`config.mk`:
```
export PLATFORM = sky130hd
export DESIGN_NAME = regfile_operand_ctrl
export DESIGN_NICKNAME = d
export VERILOG_FILES = /design/src/rtl/regfile_operand_ctrl.sv
export SDC_FILE = /design/constraint.sdc
export NUM_CORES = 1
export LEC_CHECK = 0
export CAP_MARGIN = 0
export CORE_MARGIN = 2
export CORE_UTILIZATION = 48
export CTS_BUF_LIST = sky130_fd_sc_hd__clkbuf_16
export CTS_CLUSTER_SIZE = 25
export DETAILED_ROUTE_END_ITERATION = 8
export HOLD_SLACK_MARGIN = 0.1
export PLACE_DENSITY_LB_ADDON = 0.08
export SLEW_MARGIN = 20
export SYNTH_ARGS = -nofsm -noshare
export SYNTH_HDL_FRONTEND = slang
export SYNTH_SLANG_ARGS = --single-unit
export TNS_END_PERCENT = 30
```
`constraint.sdc`:
```
create_clock -name clk -period 3.6 [get_ports clk]
set_clock_uncertainty 0.15 [all_clocks]
set_input_delay 0.36 -clock clk [delete_from_list [all_inputs] [get_ports clk]]
set_output_delay 0.36 -clock clk [all_outputs]
set_load 0.02 [all_outputs]
```
`src/rtl/regfile_operand_ctrl.sv`:
```
// regfile_operand_ctrl
// Operand-fetch sequencer for a 32x32 register file with a 1-cycle registered
// read (two read ports, one write port). It accepts a decode request, issues
// the reads, forwards writes that race the read so operands are never stale,
// and presents the operands to execute on a valid/ready handshake. The single
// write port is shared between execute write-back (priority) and a debug
// writer. With ZERO_X0 set, x0 reads as zero and writes to x0 are dropped.
module regfile_operand_ctrl #(
  parameter int TAG_W   = 8,
  parameter bit ZERO_X0 = 1'b1
) (
  input  logic             clk,
  input  logic             reset,
  // decode request
  input  logic             req_valid,
  output logic             req_ready,
  input  logic [4:0]       req_rs1,
  input  logic [4:0]       req_rs2,
  input  logic             req_use_rs1,
  input  logic             req_use_rs2,
  input  logic [TAG_W-1:0] req_tag,
  // write-back requester (highest priority)
  input  logic             wb_valid,
  input  logic [4:0]       wb_addr,
  input  logic [31:0]      wb_data,
  // debug write requester
  input  logic             dbg_wr_valid,
  input  logic [4:0]       dbg_wr_addr,
  input  logic [31:0]      dbg_wr_data,
  output logic             dbg_wr_ready,
  // register file write port
  output logic             rf_wr_en,
  output logic [4:0]       rf_wr_addr,
  output logic [31:0]      rf_wr_data,
  // register file read ports
  output logic             rf_rd_en1,
  output logic             rf_rd_en2,
  output logic [4:0]       rf_rd_addr1,
  output logic [4:0]       rf_rd_addr2,
  input  logic [31:0]      rf_rd_data1,
  input  logic [31:0]      rf_rd_data2,
  // operands to execute
  output logic             op_valid,
  input  logic             op_ready,
  output logic [31:0]      op_rs1_data,
  output logic [31:0]      op_rs2_data,
  output logic [TAG_W-1:0] op_tag
);

  typedef enum logic [1:0] {
    ST_IDLE,
    ST_READ,
    ST_OUT
  } state_t;

  state_t state, state_next;

  // Effective write this cycle (after arbitration and x0 suppression)
  logic        wr_eff;
  logic [4:0]  wr_addr;
  logic [31:0] wr_data;

  // FSM strobes
  logic accept;
  logic handshake;

  // Request captured at accept time
  logic [4:0]       rs1_q, rs2_q;
  logic             use1_q, use2_q;
  logic [TAG_W-1:0] tag_q;

  // Writes that landed in the accept cycle and were missed by the read
  logic        fwd_v1, fwd_v2;
  logic [31:0] fwd_d1, fwd_d2;

  // Operand values chosen in READ, and OUT-phase refresh strobes
  logic [31:0] sel1, sel2;
  logic        upd1, upd2;

  // True when address a names the hard-wired zero register.
  function automatic logic is_x0(input logic [4:0] a);
    return ZERO_X0 && (a == 5'd0);
  endfunction

  // Write-port arbitration: write-back always wins, debug gets leftovers.
  always_comb begin
    dbg_wr_ready = dbg_wr_valid & ~wb_valid & ~reset;
    wr_addr      = wb_valid ? wb_addr : dbg_wr_addr;
    wr_data      = wb_valid ? wb_data : dbg_wr_data;
    // A granted debug write to x0 is acknowledged but never reaches the array.
    wr_eff       = (wb_valid | dbg_wr_ready) & ~reset & ~is_x0(wr_addr);
    rf_wr_en     = wr_eff;
    rf_wr_addr   = wr_addr;
    rf_wr_data   = wr_data;
  end

  // State register.
  always_ff @(posedge clk) begin
    // NOTE: clocked state uses non-blocking assignments so every flop samples
    // the pre-edge values of its inputs, independent of block ordering.
    if (reset) state <= ST_IDLE;
    else       state <= state_next;
  end

  // Next-state logic, request acceptance and operand handshake.
  always_comb begin
    // NOTE: every signal gets a default before the case so no path leaves it
    // unassigned; an unassigned path would infer a latch.
    state_next = state;
    req_ready  = 1'b0;
    accept     = 1'b0;
    handshake  = 1'b0;
    case (state)
      ST_IDLE: begin
        req_ready = 1'b1;
        if (req_valid) begin
          accept     = 1'b1;
          state_next = ST_READ;
        end
      end
      ST_READ: begin
        state_next = ST_OUT;
      end
      ST_OUT: begin
        if (op_ready) begin
          handshake = 1'b1;
          req_ready = 1'b1;
          if (req_valid) begin
            accept     = 1'b1;
            state_next = ST_READ;
          end else begin
            state_next = ST_IDLE;
          end
        end
      end
      default: state_next = ST_IDLE;
    endcase
    // Nothing is accepted or handed over while reset is held.
    if (reset) begin
      req_ready = 1'b0;
      accept    = 1'b0;
      handshake = 1'b0;
    end
  end

  // Read-port drive: enables only in the accept cycle, never for x0.
  always_comb begin
    rf_rd_en1   = accept & req_use_rs1 & ~is_x0(req_rs1);
    rf_rd_en2   = accept & req_use_rs2 & ~is_x0(req_rs2);
    rf_rd_addr1 = req_rs1;
    rf_rd_addr2 = req_rs2;
  end

  // Capture the request and any write that races the read in the accept cycle.
  always_ff @(posedge clk) begin
    // NOTE: these holding registers are cleared on reset only so the design
    // starts from a known state; they are consumed only after an accept.
    if (reset) begin
      rs1_q  <= '0;
      rs2_q  <= '0;
      use1_q <= 1'b0;
      use2_q <= 1'b0;
      tag_q  <= '0;
      fwd_v1 <= 1'b0;
      fwd_v2 <= 1'b0;
      fwd_d1 <= '0;
      fwd_d2 <= '0;
    end else if (accept) begin
      rs1_q  <= req_rs1;
      rs2_q  <= req_rs2;
      use1_q <= req_use_rs1;
      use2_q <= req_use_rs2;
      tag_q  <= req_tag;
      // The array updates on the same edge the read samples it, so the read
      // returns the old value; remember the new one here instead.
      fwd_v1 <= wr_eff && (wr_addr == req_rs1);
      fwd_v2 <= wr_eff && (wr_addr == req_rs2);
      fwd_d1 <= wr_data;
      fwd_d2 <= wr_data;
    end
  end

  // Operand selection in READ: zero, then live write, then forward, then array.
  always_comb begin
    sel1 = rf_rd_data1;
    if (!use1_q || is_x0(rs1_q))          sel1 = '0;
    else if (wr_eff && (wr_addr == rs1_q)) sel1 = wr_data;
    else if (fwd_v1)                       sel1 = fwd_d1;

    sel2 = rf_rd_data2;
    if (!use2_q || is_x0(rs2_q))          sel2 = '0;
    else if (wr_eff && (wr_addr == rs2_q)) sel2 = wr_data;
    else if (fwd_v2)                       sel2 = fwd_d2;
  end

  // Writes that hit a held operand while execute is stalled.
  always_comb begin
    upd1 = wr_eff && use1_q && !is_x0(rs1_q) && (wr_addr == rs1_q);
    upd2 = wr_eff && use2_q && !is_x0(rs2_q) && (wr_addr == rs2_q);
  end

  // Operand output registers: load in READ, refresh and release in OUT.
  always_ff @(posedge clk) begin
    if (reset) begin
      op_valid    <= 1'b0;
      op_rs1_data <= '0;
      op_rs2_data <= '0;
      op_tag      <= '0;
    end else begin
      case (state)
        ST_READ: begin
          op_valid    <= 1'b1;
          op_rs1_data <= sel1;
          op_rs2_data <= sel2;
          op_tag      <= tag_q;
        end
        ST_OUT: begin
          if (upd1) op_rs1_data <= wr_data;
          if (upd2) op_rs2_data <= wr_data;
          if (handshake) op_valid <= 1'b0;
        end
        default: ;
      endcase
    end
  end

endmodule

```
==> results list <==
- Detailed routing inserted a total of about 6600 vias.
- Count of input and output buffers: roughly 290
- The via count of the first global-routing pass is around 6600.
- Yosys warnings: 0
- The area growth from synthesis to layout is 45.2%.
- Number of rows created at floorplan: 46
- For the worst-skew pair, the clock arrives at the later sink with an insertion delay of roughly 0.43 ns.
* Synthesized instance count: between 700 and 800
* PD cells: 388 nW/um^2
* Net count after synthesis: 928
- Pin count of the biggest net entering global routing: 67
- During I/O placement, the number of pins put on the boundary was 289.
- The tree built by TritonCTS fans out to 129 sinks.
* Final HPWL from detailed placement: between 15 and 20 mm
- On the critical path, the stage with the largest delay is an instance of sky130_fd_sc_hd__clkdlybuf4s50_1.
- The initial utilization of the core area, before any placement, comes to 0.487.
- The repair_antennas step left the layout with diodes totalling 0.
- Number of buffers between clock root and the deepest sink: 2
- Fraction of final layout cells with drive strength greater than 1: 0.281
- CTS tree: yes
- Leakage power: 4.24 nW
- Setup Total Neg Slack: 0 ns
- After clock tree synthesis, the setup repair step added 0 buffers.
- Across the run, the number of max-cap violations was 0.
- The first TritonRoute pass finished after 4 iterations.
* Standard cell core area: between 15000 and 20000 sq um
- DIE HEIGHT: roughly 130 microns
- The H-tree was split into 4 levels.
- Final wirelength: between 20 and 25 mm
- The flow ran to the end, and the final reports show no timing, DRC or antenna violations.
- RSZ-0062 raised after global routing: no
- At the pin with the least slew margin, the transition time is 0.974 ns.
- Routed length per placed instance: 18.3 microns
- In this run the tightest slew margin relative to its limit is 0.351.
* Placer congestion estimate: 0.794
- Slew Viols, Final: 0
* Routed via count divided by cell count: 5.33
- Cell Area, Synth: ~7700 sq um
- The first global-routing pass estimated 35.2 mm of wire.
- Arrival time at the worst endpoint: approximately 2.3 ns
- STA classifies the critical path endpoint as an output port.
- Before CTS, the worst setup slack after placement is 0.350 ns.
- Overall die area: 17000 sq um
- In this run, CTS created clock tree buffers numbering 17.
- In the routed design, unresolved DRC markers number 0.
- Type of the worst min-delay path: input pin to flop
- Longest individual stage delay on the worst path: 0.57 ns
- In the global route stage, overall resource usage came out at 0.266.
- CTS placed an instance of sky130_fd_sc_hd__clkbuf_16 at the clock tree root.
- Register clock-pin slew on the reported worst setup and hold paths: 0.06 ns
* Number of antenna-violating nets in the routed design: 0
- Number of nets in the finished design: 1179
* Final critical-path share of the clock period: 0.790
* Die width: 130 microns
- After global routing the overflow that remains totals 0.
* Number of antenna violations at the first check in global routing: 0
- Portion of the post-synthesis area used by sequential elements: 0.337
* Hold Violations, Final: 0
- Traced cell by cell, the critical path runs through buf_2 -> buf_4 -> mux2_2 -> clkdlybuf4s50_1.
- Synthesis instantiated 38 different standard cells from the library.
- Summing all flip-flop and latch instances after layout gives 2580 sq um.
* Post-CTS resize count: 0
* Flip-flop and latch count after synthesis: 129
- Maximum fanout along the worst path: 24
* Endpoint required time on the critical path: 3.09 ns
* Startpoint class of the critical path: input pin
* Worst setup path category: input pin to output port
- Finish-stage setup viols: 0
- Maximum clock rate: between 300 and 400 MHz
- Cell family with most CP delay: buffers and inverters
- The first routing iteration left 355 violations.
- Worst vdd ir: ~0.38 mV
- Total area of multi-input combinational cells: 4640 sq um
- Final worst path period need: between 2 and 3 ns
- Fill cells in the final layout number 1304.
- In the post-route analysis, the smallest setup slack over all paths is 0.756 ns.
- Hold buffer count at CTS: 0
- Post-synthesis average cell area: 10.0 sq um
- The number of buffers and inverters on the critical path is 3.
==> path summary, 6_finish.rpt <==
| kind | cells after the start | slack (ns) | endpoint | startpoint |
|---|---|---|---|---|
| max | 4 | 0.76 | rf_wr_data[31] | wb_valid |
| max reg2reg | 7 | 1.02 | op_rs2_data[7]$_SDFFE_PP0P_ | rs2_q[4]$_SDFFE_PP0P_ |
| min reg2reg | 2 | 0.30 | op_tag[0]$_SDFFE_PP0P_ | tag_q[0]$_SDFFE_PP0P_ |
| min | 6 | 0.29 | use1_q$_SDFFE_PP0P_ | reset |
==> cell usage in the layout, fill, tap and decap left out, drive strengths merged, types with 2 or more instances in the layout <==
cell,instances
clkdlybuf4s50,286
dfxtp,129
nand2,116
mux2,96
nor3,69
nor2b,68
a221oi,62
nand3b,40
buf,20
a21oi,17
clkbuf,17
xnor2,14
o21ai,12
nand2b,12
nor2,10
inv,10
xor2,6
clkinvlp,6
clkinv,6
mux2i,5
or4,4
nand4,4
nor4,3
nor3b,2
nand3,2
a31oi,2
a311oi,2
a31o,2
a21boi,2
==> flip-flops by register name, indices dropped and copies added (netlist names) <==
register / cells
fwd_d2: 32
fwd_v1: 1
fwd_v2: 1
op_rs1_data: 32
op_rs2_data: 32
op_tag: 8
op_valid: 1
rs1_q: 5
rs2_q: 5
state: 2
tag_q: 8
use1_q: 1
use2_q: 1
==> worst min-delay path: cells and delay by family <==
kind / cells / cell delay (ns)
compound gates: 1 / 0.06
buf+inv: 2 / 0.15
simple gates: 3 / 0.24
==> logic make-up after synthesis <==
kind of cell              count (synthesis)  share of synthesized area
buffers and inverters                    82                     0.0605
xor gates and xnor gates                 20                     0.0228
muxes                                   101                      0.151
DFF                                     129                      0.337
and+or+nand+nor                         331                      0.270
AOI/OAI and AO/OA                       101                      0.159
==> metrics by stage <==
stage	total power, mW	hold WS (ns)	utilization	instances	cell area, sq um
6_report	4.32	0.291	0.706	1244	11100
5_1_grt	4.49	0.316	0.706	1244	11100
4_1_cts	4.35	0.280	0.706	1244	11100
3_5_place_dp	2.70	0.295	0.671	1212	10600
3_3_place_gp	2.69	0.288	0.671	1212	10600
2_1_floorplan	2.23	0.282	-	764	7670
==> power by group <==
part           internal [mW]  switching, mW  total, mW
Combinational          0.541          0.535       1.08
Clock                  0.952          0.696       1.65
Sequential              1.53         0.0673       1.60
Total                   3.02           1.30       4.32
==> synthesized netlist by cell type, drive strengths merged <==
library cell | number | area (sq um)
nor3 | 69 | 663
nand2 | 116 | 435
nand4 | 4 | 25.0
o21ai | 12 | 60.1
a31oi | 2 | 42.5
nor2 | 10 | 37.5
nor4b | 1 | 8.76
dfxtp | 129 | 2580
nor3b | 2 | 15.0
mux2i | 5 | 77.6
nand2b | 12 | 75.1
o22a | 1 | 17.5
nand3b | 40 | 300
mux2 | 96 | 1080
nor4 | 3 | 48.8
xor2 | 6 | 52.6
a221oi | 62 | 931
nand3 | 2 | 10.0
or4 | 4 | 30.0
clkbuf | 39 | 146
nor2b | 68 | 425
a311oi | 2 | 17.5
a21oi | 17 | 85.1
buf | 35 | 288
inv | 8 | 30.0
o21bai | 1 | 7.51
xnor2 | 14 | 123
a31o | 2 | 35.0
a21boi | 2 | 22.5
==> layer usage <==
layer | GRT usage | vias up | routed length (microns)
met5 | 0 | - | 0
met4 | 0.0845 | 0 | 349
met1 | 0.328 | 3174 | 9700
met2 | 0.462 | 210 | 11400
li1 | - | 3221 | -
met3 | 0.0619 | 20 | 1380
==> layout make-up <==
| type | count | share of cell area |
|---|---|---|
| Sequential cell | 129 | 0.232 |
| Multi-Input combinational cell | 553 | 0.417 |
| Tap cell | 216 | 0.0243 |
| Inverter | 8 | 0.00270 |
| Clock buffer | 17 | 0.0382 |
| Timing Repair Buffer | 306 | 0.274 |
| Clock inverter | 15 | 0.0124 |
No activity file was read; power rests on OpenSTA's default activity.
